$ cat src/rtl/fifo_stream_packetizer.sv
// Drains a show-ahead FIFO into stream packets: header word, up to BURST_LEN payload words, tlast on the final word.
// Define FIFO_PKT_CHECKSUM_EN to append an XOR trailer word; the trailer then carries tlast.
module fifo_stream_packetizer #(
  parameter int DATA_WIDTH     = 32,
  parameter int FILL_WIDTH     = 11,
  parameter int BURST_LEN      = 16,
  parameter int TIMEOUT_CYCLES = 1024
) (
  input  logic                  clk,
  input  logic                  rst,
  input  logic                  i_enable,
  input  logic                  i_fifo_valid,
  input  logic [DATA_WIDTH-1:0] i_fifo_data,
  input  logic [FILL_WIDTH-1:0] i_fifo_fill,
  output logic                  o_fifo_rd_en,
  output logic                  o_m_tvalid,
  input  logic                  i_m_tready,
  output logic [DATA_WIDTH-1:0] o_m_tdata,
  output logic                  o_m_tlast,
  output logic                  o_busy,
  output logic [7:0]            o_seq
);

  // state     | meaning
  // S_IDLE    | waiting for a full burst or a partial-fill timeout
  // S_HEADER  | header waiting for an output buffer slot
  // S_PAYLOAD | popping len words into the output buffer
  // S_TRAILER | XOR checksum word waiting for a slot (checksum build only)
  typedef enum logic [1:0] {
    S_IDLE    = 2'd0,
    S_HEADER  = 2'd1,
    S_PAYLOAD = 2'd2
`ifdef FIFO_PKT_CHECKSUM_EN
    , S_TRAILER = 2'd3
`endif
  } state_t;

  localparam int TW = $clog2(TIMEOUT_CYCLES);
  localparam logic [TW-1:0]         TO_LAST    = TW'(TIMEOUT_CYCLES - 1);
  localparam logic [FILL_WIDTH-1:0] BURST_FILL = FILL_WIDTH'(BURST_LEN);
  localparam logic [15:0]           BURST_16   = 16'(BURST_LEN);

  state_t                state_q, state_d;
  logic [7:0]            seq_q;
  logic [15:0]           rem_q;
  logic [TW-1:0]         to_cnt_q;
  logic                  v0_q, v1_q, l0_q, l1_q;
  logic [DATA_WIDTH-1:0] d0_q, d1_q;
`ifdef FIFO_PKT_CHECKSUM_EN
  logic [DATA_WIDTH-1:0] acc_q;
`endif

  logic                  start, hdr_wr, pop, push, push_last, accept, space;
  logic                  full_ready;
  logic [DATA_WIDTH-1:0] push_data, hdr_word;

  assign full_ready = i_fifo_fill >= BURST_FILL;
  assign hdr_word   = DATA_WIDTH'({8'hA5, seq_q, rem_q});
  // Space is judged from registered occupancy only, so tready never reaches the pop path.
  assign space      = !v1_q;
  assign accept     = v0_q && i_m_tready;

  always_ff @(posedge clk) begin
    if (rst) state_q <= S_IDLE;
    else     state_q <= state_d;
  end

  always_comb begin
    state_d   = state_q;
    start     = 1'b0;
    hdr_wr    = 1'b0;
    pop       = 1'b0;
    push      = 1'b0;
    push_last = 1'b0;
    push_data = '0;
    case (state_q)
      S_IDLE: begin
        if (i_enable && (full_ready || (i_fifo_fill != '0 && to_cnt_q == TO_LAST))) begin
          start   = 1'b1;
          state_d = S_HEADER;
        end
      end
      S_HEADER: begin
        if (space) begin
          push      = 1'b1;
          hdr_wr    = 1'b1;
          push_data = hdr_word;
          state_d   = S_PAYLOAD;
        end
      end
      S_PAYLOAD: begin
        if (i_fifo_valid && rem_q != 16'd0 && space) begin
          pop       = 1'b1;
          push      = 1'b1;
          push_data = i_fifo_data;
`ifdef FIFO_PKT_CHECKSUM_EN
          push_last = 1'b0;
          if (rem_q == 16'd1) state_d = S_TRAILER;
`else
          push_last = (rem_q == 16'd1);
          if (rem_q == 16'd1) state_d = S_IDLE;
`endif
        end
      end
`ifdef FIFO_PKT_CHECKSUM_EN
      S_TRAILER: begin
        if (space) begin
          push      = 1'b1;
          push_last = 1'b1;
          push_data = acc_q ^ '0;
          state_d   = S_IDLE;
        end
      end
`endif
      default: state_d = S_IDLE;
    endcase
  end

  always_ff @(posedge clk) begin
    if (rst) begin
      seq_q    <= '0;
      rem_q    <= '0;
      to_cnt_q <= '0;
    end else begin
      if (hdr_wr) seq_q <= seq_q + 8'd1;
      if (start) rem_q <= full_ready ? BURST_16 : 16'(i_fifo_fill);
      else if (pop) rem_q <= rem_q - 16'd1;
      if (state_q != S_IDLE || start || !i_enable || i_fifo_fill == '0)
        to_cnt_q <= '0;
      else if (!full_ready && to_cnt_q != TO_LAST)
        to_cnt_q <= to_cnt_q + TW'(1);
    end
  end

`ifdef FIFO_PKT_CHECKSUM_EN
  always_ff @(posedge clk) begin
    if (rst)         acc_q <= '0;
    else if (hdr_wr) acc_q <= '0;
    else if (pop)    acc_q <= acc_q ^ i_fifo_data;
  end
`endif

  // Two-entry output buffer; entry 0 is always the word presented downstream.
  always_ff @(posedge clk) begin
    if (rst) begin
      v0_q <= 1'b0;
      v1_q <= 1'b0;
      l0_q <= 1'b0;
      l1_q <= 1'b0;
      d0_q <= '0;
      d1_q <= '0;
    end else if (accept && !push) begin
      v0_q <= v1_q;
      d0_q <= d1_q;
      l0_q <= l1_q;
      v1_q <= 1'b0;
    end else if (push && (accept || !v0_q)) begin
      v0_q <= 1'b1;
      d0_q <= push_data;
      l0_q <= push_last;
    end else if (push) begin
      v1_q <= 1'b1;
      d1_q <= push_data;
      l1_q <= push_last;
    end
  end

  assign o_fifo_rd_en = pop && !rst;
  assign o_m_tvalid   = v0_q;
  assign o_m_tdata    = d0_q;
  assign o_m_tlast    = l0_q;
  assign o_busy       = (state_q != S_IDLE) || v0_q;
  assign o_seq        = seq_q;

endmodule

$ cat config.mk
export PLATFORM = sky130hd
export DESIGN_NAME = fifo_stream_packetizer
export DESIGN_NICKNAME = d
export VERILOG_FILES = /design/src/rtl/fifo_stream_packetizer.sv
export SDC_FILE = /design/constraint.sdc
export NUM_CORES = 1
export LEC_CHECK = 0
export BUFFER_PORTS_ARGS = -buffer_cell sky130_fd_sc_hd__buf_4
export CAP_MARGIN = 20
export CORE_MARGIN = 3
export CORE_UTILIZATION = 50
export DETAILED_ROUTE_END_ITERATION = 7
export HOLD_SLACK_MARGIN = 0.06
export MAX_ROUTING_LAYER = met4
export PLACE_DENSITY = 0.77
export SETUP_SLACK_MARGIN = 0.1
export SLEW_MARGIN = 20
export SYNTH_ARGS = -nofsm -noshare
export SYNTH_HDL_FRONTEND = slang
export SYNTH_SLANG_ARGS = --single-unit
$ cat constraint.sdc
create_clock -name clk -period 2.5 [get_ports clk]
set_input_delay 0.375 -clock clk [delete_from_list [all_inputs] [get_ports clk]]
set_output_delay 0.375 -clock clk [all_outputs]
set_load 0.1 [all_outputs]
# Word level (Yosys, flattened, before mapping)
# Cells that the tools add are included.
word_totals:
  input_bits: 48
  mem_bits_ro: 0
  regBits: 104
  out_inout_bits: 44
  ram_bits: 0
  memories: 0
  latchBits: 0
classes:
  n_bitwise: 2
  reduce_logical: 33
  mul: 0
  n_lt_le_gt_ge: 1
  eq_ne: 9
  add_sub_neg: 3
  n_mux: 26
  n_div: 0
  shifts: 0
op_table:
  columns: ["op", "count"]
  rows:
  - ["$mux 32", 4]
  - ["$pmux 32 s2", 1]
  - ["$mux 16", 2]
  - ["$eq 16x1->1 const B", 1]
  - ["$reduce_bool 16->1", 1]
  - ["$sub 16x1->16 const B", 1]
  - ["$mux 1", 12]
  - ["$ge 11x5->1 const B", 1]
  - ["$logic_not 11->1", 1]
  - ["$mux 11", 1]
  - ["$reduce_bool 11->1", 1]
  - ["$add 10x1->10 const B", 1]
  - ["$eq 10x10->1 const B", 1]
  - ["$ne 10x10->1 const B", 1]
  - ["$logic_and 1x1->1", 9]
  - ["$add 8x1->8 const B", 1]
  - ["$mux 2", 4]
  - ["$ne 2x2->1 const B", 4]
  - ["$logic_not 1->1", 6]
  - ["$logic_or 1x1->1", 6]
  - ["$pmux 2 s3", 1]
  - ["$reduce_bool 2->1", 3]
  - ["$reduce_and 4->1", 1]
  - ["$reduce_or 2->1", 2]
  - ["7 further kinds", 8]

# Longest topological paths before layout
depth:
  word_depth: 10
  depth_mapped: 10
  mapped_depth_nobuf: 7

# Least setup slack after synthesis
# No wires, ideal clock.
synth_timing:
  path_type: "flip-flop to output port"
  startpoint: "register state_q[0]"
  endpoint: "output port o_fifo_rd_en"
  path_buffers: 1
  path_stages_with_launch: 7
  setup_slack_ns: -0.321
  arrival_ns: 2.446
  required_time_ns: 2.125
  path_cell_list: "dfxtp_1 -> inv_1 -> ha_1 -> and3b_1 -> clkbuf_8 -> nand2_1 -> nor2_1"
synth_between:
  elab_chain_len: 3
synth_rtl:
  columns: ["element", "line_no", "source"]
  rows:
  - ["start, declared", "43", "state_t state_q, state_d;"]
  - ["start signal, assigned", "65", "else state_q <= state_d;"]
  - ["$eq 2x2->1", "76", "case (state_q)"]
  - ["$mux 1", "76", null]
  - ["$logic_and 1x1->1", "168", "assign o_fifo_rd_en = pop && !rst;"]
  - ["end, declared", "15", "output logic o_fifo_rd_en,"]
# Every way passes these cells.

# Worst setup path in the final report
layout_timing:
  startpoint: "register rem_q[1]"
  endpoint: "register d0_q[8], in the netlist o_m_tdata[8]"
layout_between:
  elab_chain_len: 8
  elab_cells_between_ends: 13
layout_rtl:
  columns: ["element", "line_no", "source"]
  rows:
  - ["start, declared", "45", "logic [15:0] rem_q;"]
  - ["start signal, assigned", "126", "if (start) rem_q <= full_ready ? BURST_16 : 16'(i_fifo_fill);"]
  - ["start signal, assigned", "127", "else if (pop) rem_q <= rem_q - 16'd1;"]
  - ["$reduce_bool 16->1 *", "92", "if (i_fifo_valid && rem_q != 16'd0 && space) begin"]
  - ["$logic_and 1x1->1 * (2 in series)", "92", null]
  - ["$mux 1", "92", null]
  - ["$pmux 1 s2", "76", null]
  - ["$logic_not 1->1", "152", "end else if (accept && !push) begin"]
  - ["$logic_and 1x1->1", "152", null]
  - ["$mux 32 / $reduce_bool 2->1 (equally long branches)", null, null]
  - ["end signal, assigned", "154", "d0_q <= d1_q;"]
  - ["end signal, assigned", "159", "d0_q <= push_data;"]
  - ["end, declared", "48", "logic [DATA_WIDTH-1:0] d0_q, d1_q;"]
# Mark *: on every way between the ends. The rest lies on a longest branch, timed or not. The select of a mux whose other input is x is not followed.
# A chain may end at the register's enable or synchronous reset.

==> summary.txt <==
Outcome
  • Status: complete, no violations

STA
  • RSZ-0062 raised after global routing: true
  • Final Max Slew Viols: 0
  • Top achievable clock speed: 436.3 MHz
  • Hold Violations, Final: 0
  • Worst Skew: 11.10 ps
  • Part of the cycle the worst path needs: 91.68%
  • Crit path time final: 2292 ps
  • Pin slew with the least headroom to its limit: 599.3 ps
  • Setup TNS: 0 ps
  • Max-slew headroom: 59.74%
  • Endpoints failing setup: 0

Route
  • Post-DR wirelength/cell: 15.91 um
  • # DRC: 0
  • Initial DRC count: 244
  • Vias/cell: 5.860
  • Initial DRT Pass Iterations: 5
  • Post-route ant nets: 0
  • WL final: 12.52 mm
  • Via Count: 4612

Worst setup path
  • Crit-path cells: inv_1 -> ha_1 -> nor4b_4 -> nand4_2 -> buf_4 -> a311oi_4 -> buf_4 -> clkbuf_16 -> nand2_1 -> a311oi_1
  • CP max stage cell: dfxtp_1
  • Crit-path max FO: 11
  • Crit path capture type: register
  • Most frequent CP cell: buf_4
  • CP top delay family: buffers and inverters
  • Critical path class: register to register
  • Worst Path Buf+Inv: 4
  • Critical Path RT: 2790 ps
  • CP startpoint kind: register
  • Critical path data arrival time: 2580 ps
  • Crit-path max cell delay: 360 ps

Finish
  • Synthesis-to-finish area growth: 24.02%
  • Share of post-route cells with drive strength above 1: 24.32%
  • Non-filler cells, final: 787
  • Core Util, Final: 64.46%
  • Inserted Diodes: 0
  • Fin nets: 709

Synthesis
  • Mapped Cells: 565
  • Top FF cell, synth: dfxtp_1
  • Syn_nets: 621
  • Number of synthesized flops with an enable pin: 0
  • Async set or reset register ratio after synthesis: 0%
  • Yosys reg bits: 104
  • Synth top area cells: dfxtp_1, a21oi_1, a211oi_1, nor2_1, a311oi_1
  • Top cells by count, synth: dfxtp_1, nor2_1, nand2_1
  • Yosys cell types: 54
  • Yosys top cell by area: dfxtp_1
  • Yosys warning count: 0
  • Cell Area, Synth: 4871 um^2
  • Seq/Total Area, Yosys: 42.74%
  • Yosys top cell area share: 42.74%
  • Most frequent cell after synthesis: dfxtp_1
  • Syn Area/Cell: 8.621 um^2

Placement
  • Placed Cells: 763
  • Port Buffers: 91
  • Routability cong.: 0.8299
  • HPWL after detailed placement: 8.561 mm

CTS
  • CTS Buf Count: 9
  • Max Root-Sink Buffers: 2
  • Clock transition at path regs: 100 ps
  • Clock H-tree levels: 3
  • CTS root buf: clkbuf_8
  • CTS tree: built
  • Worst skew pair latency: 380 ps
  • Clock Sinks: 104

Floorplan
  • Io pins: 92
  • Die ar.: 10960 um^2
  • Initial Util: 51.98%
  • Die Y: 104.7 um
  • Core box area: 9371 um^2
  • Rows: 35
  • Die W: 104.7 um

Pwr
  • Internal power: 3515 uW
  • Worst vdd ir: 908.1 uV
  • Pleak: 0.002139 uW
  • Comb power frac: 57.8%
  • Pwr Density: 1239 nW/um^2
  • Power share of the sequential group: 29.1%
  • Switching share of power: 53.05%
  • Clock power share: 13.2%
  • P_sw: 3971 uW

Min path
  • Hold/Removal Path Class: input port to register

Flow run
  • Max-cap viol count: 0

Global route
  • Initial antenna violation count: 0
  • Grt met2 use: 35.93%
  • Largest net degree at the start of global routing: 47
  • Grt met3 use: 4.015%
  • Total gr overflow: 0
  • Vias in the first global route: 4274
  • Total track usage: 22.93%
  • Most used routing layer: met2
  • Grt met1 use: 30.26%
  • Global-route wire length before repair: 20.66 mm
-- layout make-up --
class	count	area [um^2]
inverters	8	30.03
clock inverters	6	53.80
well taps	129	161.4
flip-flops and latches	104	2083
repair buffers	121	987.2
multi-input cells	409	2597
fillers	801	3331
clock buffers	10	127.6
-- metrics by stage --
stage / total power, uW / setup slack (ps) / instance area (um^2) / hold slack, ps
after floorplan: 5381 / 136.0 / 4875 / 420.2
after global placement: 6342 / 260.8 / 5742 / 430.7
after detailed placement: 6395 / 154.1 / 5742 / 450.3
after CTS: 7402 / 105.1 / 5939 / 236.1
after global routing: 7858 / 80.49 / 6041 / 242.2
final: 7486 / 208.1 / 6041 / 246.3
-- cells by family after synthesis --
family | share of synthesized area [%]
muxes | 0.2055
and+or+nand+nor | 22.48
AOI/OAI and AO/OA | 22.78
DFF | 42.74
xor gates and xnor gates | 4.495
buffers and inverters | 5.240
adders and majority gates | 2.055
-- power groups by stage --
| stage | logic [uW] | registers, uW | clock network [uW] |
|---|---|---|---|
| 2_1_floorplan | 1550 | 3830 | 0 |
| 3_3_place_gp | 4140 | 2200 | 0 |
| 3_5_place_dp | 4190 | 2210 | 0 |
| 4_1_cts | 4220 | 2170 | 1000 |
| 5_1_grt | 4570 | 2220 | 1070 |
| 6_report | 4320 | 2180 | 985 |
-- cells in the final DEF (no fill, tap or decap), drive strengths merged, types with 4 or more instances in the layout --
master	n
a21oi	50
nand4	10
nand2b	6
nor3	26
dfxtp	104
or4	5
xnor2	16
or3	7
o221ai	4
a22oi	23
inv	10
a211oi	32
xor2	9
nor2	58
a221oi	5
clkbuf	11
ha	8
a311oi	24
nor4	13
nand2	51
o21ai	14
nand3	10
and3	5
buf	120
a21o	4
-- layer usage --
layer / wire length, um / share of wire, % / vias up
met2: 5893 / 47 / 157
met1: 5729 / 46 / 2174
met5: 0 / 0 / -
met4: 225 / 1.8 / 0
met3: 675 / 5.4 / 21
li1: - / - / 2260
-- final timing paths --
path / start / slack [ps] / endpoint / depth (start not counted)
worst max-delay path: rem_q[1] / 210 / o_m_tdata[8] / 10
worst min-delay path: i_fifo_data[25] / 250 / d1_q[25] / 3
worst max register to register: rem_q[1] / 210 / o_m_tdata[8] / 10
worst min register to register: o_m_tdata[31] / 460 / o_m_tdata[31] / 2
-- worst register-to-register path, stage by stage, from the launching register on --
cell	delay, ps
dfxtp_1	360
inv_1	90
ha_1	230
nor4b_4	260
nand4_2	190
buf_4	210
a311oi_4	220
buf_4	190
clkbuf_16	160
nand2_1	60
a311oi_1	260
-- timing repair --
action	in CTS	in global routing
gates resized for setup	2	7
hold buffers	0	0
pin swaps	0	2
endpoints found under the setup margin	1	38
buffers inserted	1	6
cloned	0	1
-- state kept, by name, indices dropped and copies added (netlist names) --
name,cells
d1_q,32
o_m_tdata,32
rem_q,16
to_cnt_q,10
o_seq,8
state_q,2
l1_q,1
o_m_tlast,1
o_m_tvalid,1
v1_q,1
(Power assumes the default switching activity.)
